**src/rtl/divider_nbit.sv**
```systemverilog
// Iterative restoring divider for RV32M DIV/DIVU/REM/REMU: one quotient bit per cycle.
// Optional DIV_EARLY_OUT_EN: divide-by-zero and signed overflow skip the CALC phase.
module divider_nbit #(
    parameter int N = 32
) (
    input  logic         i_clk,
    input  logic         i_rst,
    input  logic         i_start,
    input  logic [1:0]   i_op,
    input  logic [N-1:0] i_a,
    input  logic [N-1:0] i_b,
    output logic         o_busy,
    output logic         o_done,
    output logic [N-1:0] o_result,
    output logic         o_div_by_zero
);

    localparam int CW = $clog2(N + 1);
    localparam logic [N-1:0] MIN_NEG = {1'b1, {(N-1){1'b0}}};

    typedef enum logic [1:0] {
        S_IDLE,
        S_CALC,
        S_FIX,
        S_DONE
    } state_t;

    state_t         r_state;
    logic [1:0]     r_op;
    logic [N-1:0]   r_quo;      // holds |A| on load; quotient bits shift in at the LSB
    logic [N-1:0]   r_rem;
    logic [N-1:0]   r_div;
    logic [N-1:0]   r_a_orig;
    logic [CW-1:0]  r_count;
    logic           r_sign_q;
    logic           r_sign_r;
    logic           r_b_zero;
    logic           r_ovf;
    logic           r_busy;
    logic           r_done;
    logic [N-1:0]   r_result;
    logic           r_dbz;

    logic           w_signed;
    logic [N-1:0]   w_abs_a;
    logic [N-1:0]   w_abs_b;
    logic           w_start_dbz;
    logic           w_start_ovf;
    logic [N:0]     w_trial;
    logic           w_borrow;
    logic [N-1:0]   w_quo_fix;
    logic [N-1:0]   w_rem_fix;

    assign w_signed    = ~i_op[0];
    assign w_abs_a     = (w_signed && i_a[N-1]) ? -i_a : i_a;
    assign w_abs_b     = (w_signed && i_b[N-1]) ? -i_b : i_b;
    assign w_start_dbz = (i_b == '0);
    assign w_start_ovf = w_signed && (i_a == MIN_NEG) && (i_b == '1);

    // Before the final step the partial remainder is always below 2^(N-1), so dropping its MSB loses nothing.
    assign w_trial  = {1'b0, r_rem[N-2:0], r_quo[N-1]} - {1'b0, r_div};
    assign w_borrow = w_trial[N];

    // NOTE: every output of an always_comb gets a default first, so no path can infer a latch.
    always_comb begin
        w_quo_fix = r_quo;
        w_rem_fix = r_rem;
        if (r_b_zero) begin
            w_quo_fix = '1;
            w_rem_fix = r_a_orig;
        end else if (r_ovf) begin
            w_quo_fix = r_a_orig;
            w_rem_fix = '0;
        end else begin
            if (r_sign_q) w_quo_fix = -r_quo;
            if (r_sign_r) w_rem_fix = -r_rem;
        end
    end

    // NOTE: all state is updated with non-blocking assignments so every register sees pre-edge values.
    always_ff @(posedge i_clk or posedge i_rst) begin
        if (i_rst) begin
            r_state  <= S_IDLE;
            r_op     <= 2'b00;
            r_quo    <= '0;
            r_rem    <= '0;
            r_div    <= '0;
            r_a_orig <= '0;
            r_count  <= '0;
            r_sign_q <= 1'b0;
            r_sign_r <= 1'b0;
            r_b_zero <= 1'b0;
            r_ovf    <= 1'b0;
            r_busy   <= 1'b0;
            r_done   <= 1'b0;
            r_result <= '0;
            r_dbz    <= 1'b0;
        end else begin
            r_done <= 1'b0;
            case (r_state)
                S_IDLE, S_DONE: begin
                    if (i_start) begin
                        r_op     <= i_op;
                        r_quo    <= w_abs_a;
                        r_div    <= w_abs_b;
                        r_a_orig <= i_a;
                        r_rem    <= '0;
                        r_count  <= CW'(N);
                        r_sign_q <= w_signed & (i_a[N-1] ^ i_b[N-1]);
                        r_sign_r <= w_signed & i_a[N-1];
                        r_b_zero <= w_start_dbz;
                        r_ovf    <= w_start_ovf;
                        r_busy   <= 1'b1;
`ifdef DIV_EARLY_OUT_EN
                        r_state  <= (w_start_dbz || w_start_ovf) ? S_FIX : S_CALC;
`else
                        r_state  <= S_CALC;
`endif
                    end else begin
                        r_state <= S_IDLE;
                    end
                end
                S_CALC: begin
                    if (w_borrow) begin
                        r_rem <= {r_rem[N-2:0], r_quo[N-1]};
                        r_quo <= {r_quo[N-2:0], 1'b0};
                    end else begin
                        r_rem <= w_trial[N-1:0];
                        r_quo <= {r_quo[N-2:0], 1'b1};
                    end
                    r_count <= r_count - 1'b1;
                    if (r_count == CW'(1)) begin
                        r_state <= S_FIX;
                    end
                end
                S_FIX: begin
                    r_result <= r_op[1] ? w_rem_fix : w_quo_fix;
                    r_dbz    <= r_b_zero;
                    r_busy   <= 1'b0;
                    r_done   <= 1'b1;
                    r_state  <= S_DONE;
                end
                default: begin
                    r_state <= S_IDLE;
                    r_busy  <= 1'b0;
                end
            endcase
        end
    end

    assign o_busy        = r_busy;
    assign o_done        = r_done;
    assign o_result      = r_result;
    assign o_div_by_zero = r_dbz;

endmodule

```
**config.mk**
```make
export PLATFORM = sky130hd
export DESIGN_NAME = divider_nbit
export DESIGN_NICKNAME = d
export VERILOG_FILES = /design/src/rtl/divider_nbit.sv
export SDC_FILE = /design/constraint.sdc
export NUM_CORES = 1
export LEC_CHECK = 0
export BUFFER_PORTS_ARGS = -buffer_cell sky130_fd_sc_hd__buf_2
export CAP_MARGIN = 20
export CORE_UTILIZATION = 42
export DETAILED_ROUTE_END_ITERATION = 8
export SYNTH_ARGS = -nofsm -noshare
export SYNTH_HDL_FRONTEND = slang
export SYNTH_SLANG_ARGS = --single-unit
```
**constraint.sdc**
```tcl
create_clock -name i_clk -period 6 [get_ports i_clk]
set_input_delay 0.3 -clock i_clk [delete_from_list [all_inputs] [get_ports i_clk]]
set_output_delay 0.3 -clock i_clk [all_outputs]
set_load 0.02 [all_outputs]
```
==> flow_metrics.env <==
export IMPL_ant_nets=0
export IMPL_worstSetupStartpointType="flip-flop"
export IMPL_syn_area_sq_um=12200
export IMPL_path_class="reg -> reg"
export IMPL_path_clk_slew_ns=0.07
export IMPL_start_util_pct=43.2
export IMPL_cap_viol_max_count=0
export IMPL_drive_gt1_share_pct=11.7
export IMPL_synthTopCellsByArea="dfrtp_1 (36%), nand2_1 (7.6%), xor2_1 (5.6%)"
export IMPL_setup_tns_ns=0
export IMPL_finalCritPeriodShare_pct=63.3
export IMPL_via_count=11000
export IMPL_postSynthCellCount=1483
export IMPL_finalWirelength_microns=35800
export IMPL_yosys_area_top_type="dfrtp_1"
export IMPL_postSynthAreaPerCell_sq_um=8.20
export IMPL_power_density_nw_per_um2=625
export IMPL_required_ns=6.32
export IMPL_finalMaxSlewViolations=0
export IMPL_clock_latency_ns=0.44
export IMPL_synth_distinct_cells=70
export IMPL_crit_chain="inv_1 > ha_1 > fa_1 > nor2b_1 > o211ai_1 > a21oi_1 > a2111o_1 > nand3_1 > a21oi_1 > o22ai_4 > buf_4 > buf_4 > nor2_1 > a221o_1"
export IMPL_post_cts_resized=0
export IMPL_slowest_stage="a2111o_1"
export IMPL_grt_pass1_vias=10300
export IMPL_dr_pass1_iters=5
export IMPL_die_w_microns=172
export IMPL_finalClockSkew_ns=0.0119
export IMPL_syn_num_nets=1595
export IMPL_pin_count=104
export IMPL_postLayoutCoreUtil_pct=48.1
export IMPL_leakage_uw=0.00610
export IMPL_hpwl_microns=26300
export IMPL_synth_seq_cells=176
export IMPL_timing_final_hold_violations=0
export IMPL_async_flop_share_pct=100
export IMPL_drt_iter0_drc=952
export IMPL_routed_via_density=5.71
export IMPL_globalRouteOverflowTotal=0
export IMPL_nets=1652
export IMPL_worst_pin_slew_ns=1.01
export IMPL_ys_flop_type="dfrtp_1"
export IMPL_setup_viol=0
export IMPL_antenna_cells=0
export IMPL_core_area_sq_um=28200
export IMPL_synth_fa_ha_area_share_pct=4.49
export IMPL_fmaxAchievable_mhz=263
export IMPL_reg2regPathDepth=14
export IMPL_synth_xor_area_share_pct=10.7
export IMPL_muxShareOfSynthArea_pct=2.85
export IMPL_fin_crit_ns=3.80
export IMPL_cts_tree="done"
export IMPL_synth_top_family_by_area="compound AO/OA/AOI/OAI gates"
export IMPL_grt_usage_pct=25.0
export IMPL_relSlewSlack_pct=32.5
export IMPL_endpoint_kind="flip-flop"
export IMPL_synth_compound_area_share_pct=22.8
export IMPL_synthSimpleGateAreaFrac_pct=18.4
export IMPL_htreeDepth=4
export IMPL_vdd_ir_drop_worst_mv=0.338
export IMPL_cts_sinks=176
export IMPL_gp_congestion=0.911
export IMPL_wl_per_cell_microns=18.5
export IMPL_synth_commonest_cells="nand2_1 (246), dfrtp_1 (176), o21ai_0 (129), a21oi_1 (110), nor2_1 (94)"
export IMPL_io_buffers=103
export IMPL_cp_arrival_ns=4.11
export IMPL_synth_edf_count=0
export IMPL_die_h_microns=172
export IMPL_die_area_sq_um=29600
export IMPL_synth_seq_area_share_pct=36.2
export IMPL_num_rows=61
export IMPL_cp_max_fo=18
export IMPL_cts_root_buf="clkbuf_16"
export IMPL_synth_top_cell_area_share_pct=36.2
export IMPL_hold_depth=3
export IMPL_cts_buffers_inserted=17
export IMPL_ys_warn_count=0
export IMPL_grt_pass1_wl_microns=57300
export IMPL_grt_setup_unrepaired="false"
export IMPL_cts_buffer_depth=2
export IMPL_area_growth_pct=11.4
export IMPL_synth_most_common_cell="nand2_1"
export IMPL_critPathMaxStageDelay_ns=0.44
export IMPL_outcome="finished, final reports clean"
export IMPL_antenna_found_initial=0
export IMPL_hold_path_class="in -> reg"
export IMPL_grt_max_degree=89
export IMPL_post_route_drc_count=0
## per-layer routing
metal	routed length, microns	global-route usage (%)	vias up	share of wire (%)
met2	16200	39.2	360	45
met3	2040	3.11	39	5.7
met4	708	7.31	0	2.0
li1	-	-	5373	-
met5	0	0	-	0
met1	16900	35.9	5246	47
## per-stage QoR
step / setup slack, ns / instance area [sq um] / total power [uW] / hold WS [ns] / cells
final: 2.20 / 13600 / 8460 / 0.0753 / 1930
after CTS: 2.22 / 13500 / 8440 / 0.0660 / 1928
after floorplan: 0.926 / 12200 / 5940 / 0.396 / 1483
after global routing: 1.89 / 13600 / 9190 / 0.0740 / 1930
after global placement: 2.28 / 13000 / 7270 / 0.395 / 1896
after detailed placement: 2.24 / 13000 / 7340 / 0.400 / 1896
## worst max-delay path: cells and delay by family (launching register included)
family | cells | cell delay (ns)
buffers and inverters | 3 | 0.77
flip-flops | 1 | 0.40
adder cells (fa/ha/maj) | 2 | 0.42
AO/OA/AOI/OAI | 6 | 1.77
AND/OR/NAND/NOR | 3 | 0.32
## worst paths after layout
| check | startpoint | slack [ns] | to |
|---|---|---|---|
| max | r_quo[31] | 2.20 | r_rem[10] |
| max in group asynchronous | i_rst | 4.30 | r_count[3] |
| min reg2reg | r_div[24] | 0.48 | r_div[24] |
| max reg2reg | r_quo[31] | 2.20 | r_rem[10] |
| min | i_op[1] | 0.08 | r_op[1] |
| min in group asynchronous | i_rst | 0.46 | r_a_orig[7] |
## cells in the final DEF, fill, tap and decap left out, types with 14 or more instances in the layout
master,count
a21oi_1,110
mux2i_1,29
o31ai_1,39
nand3_1,14
clkbuf_16,17
nor2_1,94
inv_1,62
ha_1,41
a21o_1,15
dfrtp_1,176
o41ai_1,16
o22ai_1,31
buf_4,15
o21ai_0,129
xor2_1,78
or3_1,26
nor3_1,22
xnor2_1,71
nand2b_1,18
nand2_1,245
buf_2,103
## flip-flops by register name, summed over array words and instances (netlist names), 2 cells and up
| register | count |
|---|---|
| r_div | 32 |
| r_quo | 32 |
| r_count | 6 |
| r_a_orig | 32 |
| r_rem | 32 |
| r_state | 2 |
| o_result | 32 |
## cell families (layout without fill, tap and decap cells)
logic type,Yosys count,after routing
compound gates,441,441
flops,176,176
fa+ha+maj,43,43
simple gates,493,493
xor+xnor,149,149
buf+inv,147,216
mux,34,34
## final cells by class
type,instances,area (sq um)
clock buffer,17,425
clock inverter,14,125
fill,2734,14600
inverter,65,249
multi-input combinational,1160,7230
sequential,176,4400
tap,378,473
timing repair buffer,120,649
## report_power, final
group | leakage, uW | internal, uW | switching, uW
registers | 0.00219 | 1740 | 590
clock network | 0.000260 | 545 | 538
logic | 0.00365 | 1940 | 3110
total | 0.00610 | 4230 | 4230
## repair_timing
action / CTS / global route
buffers inserted: 0 / 0
hold buffers: 1 / 0
endpoints found under the hold margin: 59 / 0
Power figures use the tool's default switching activity.
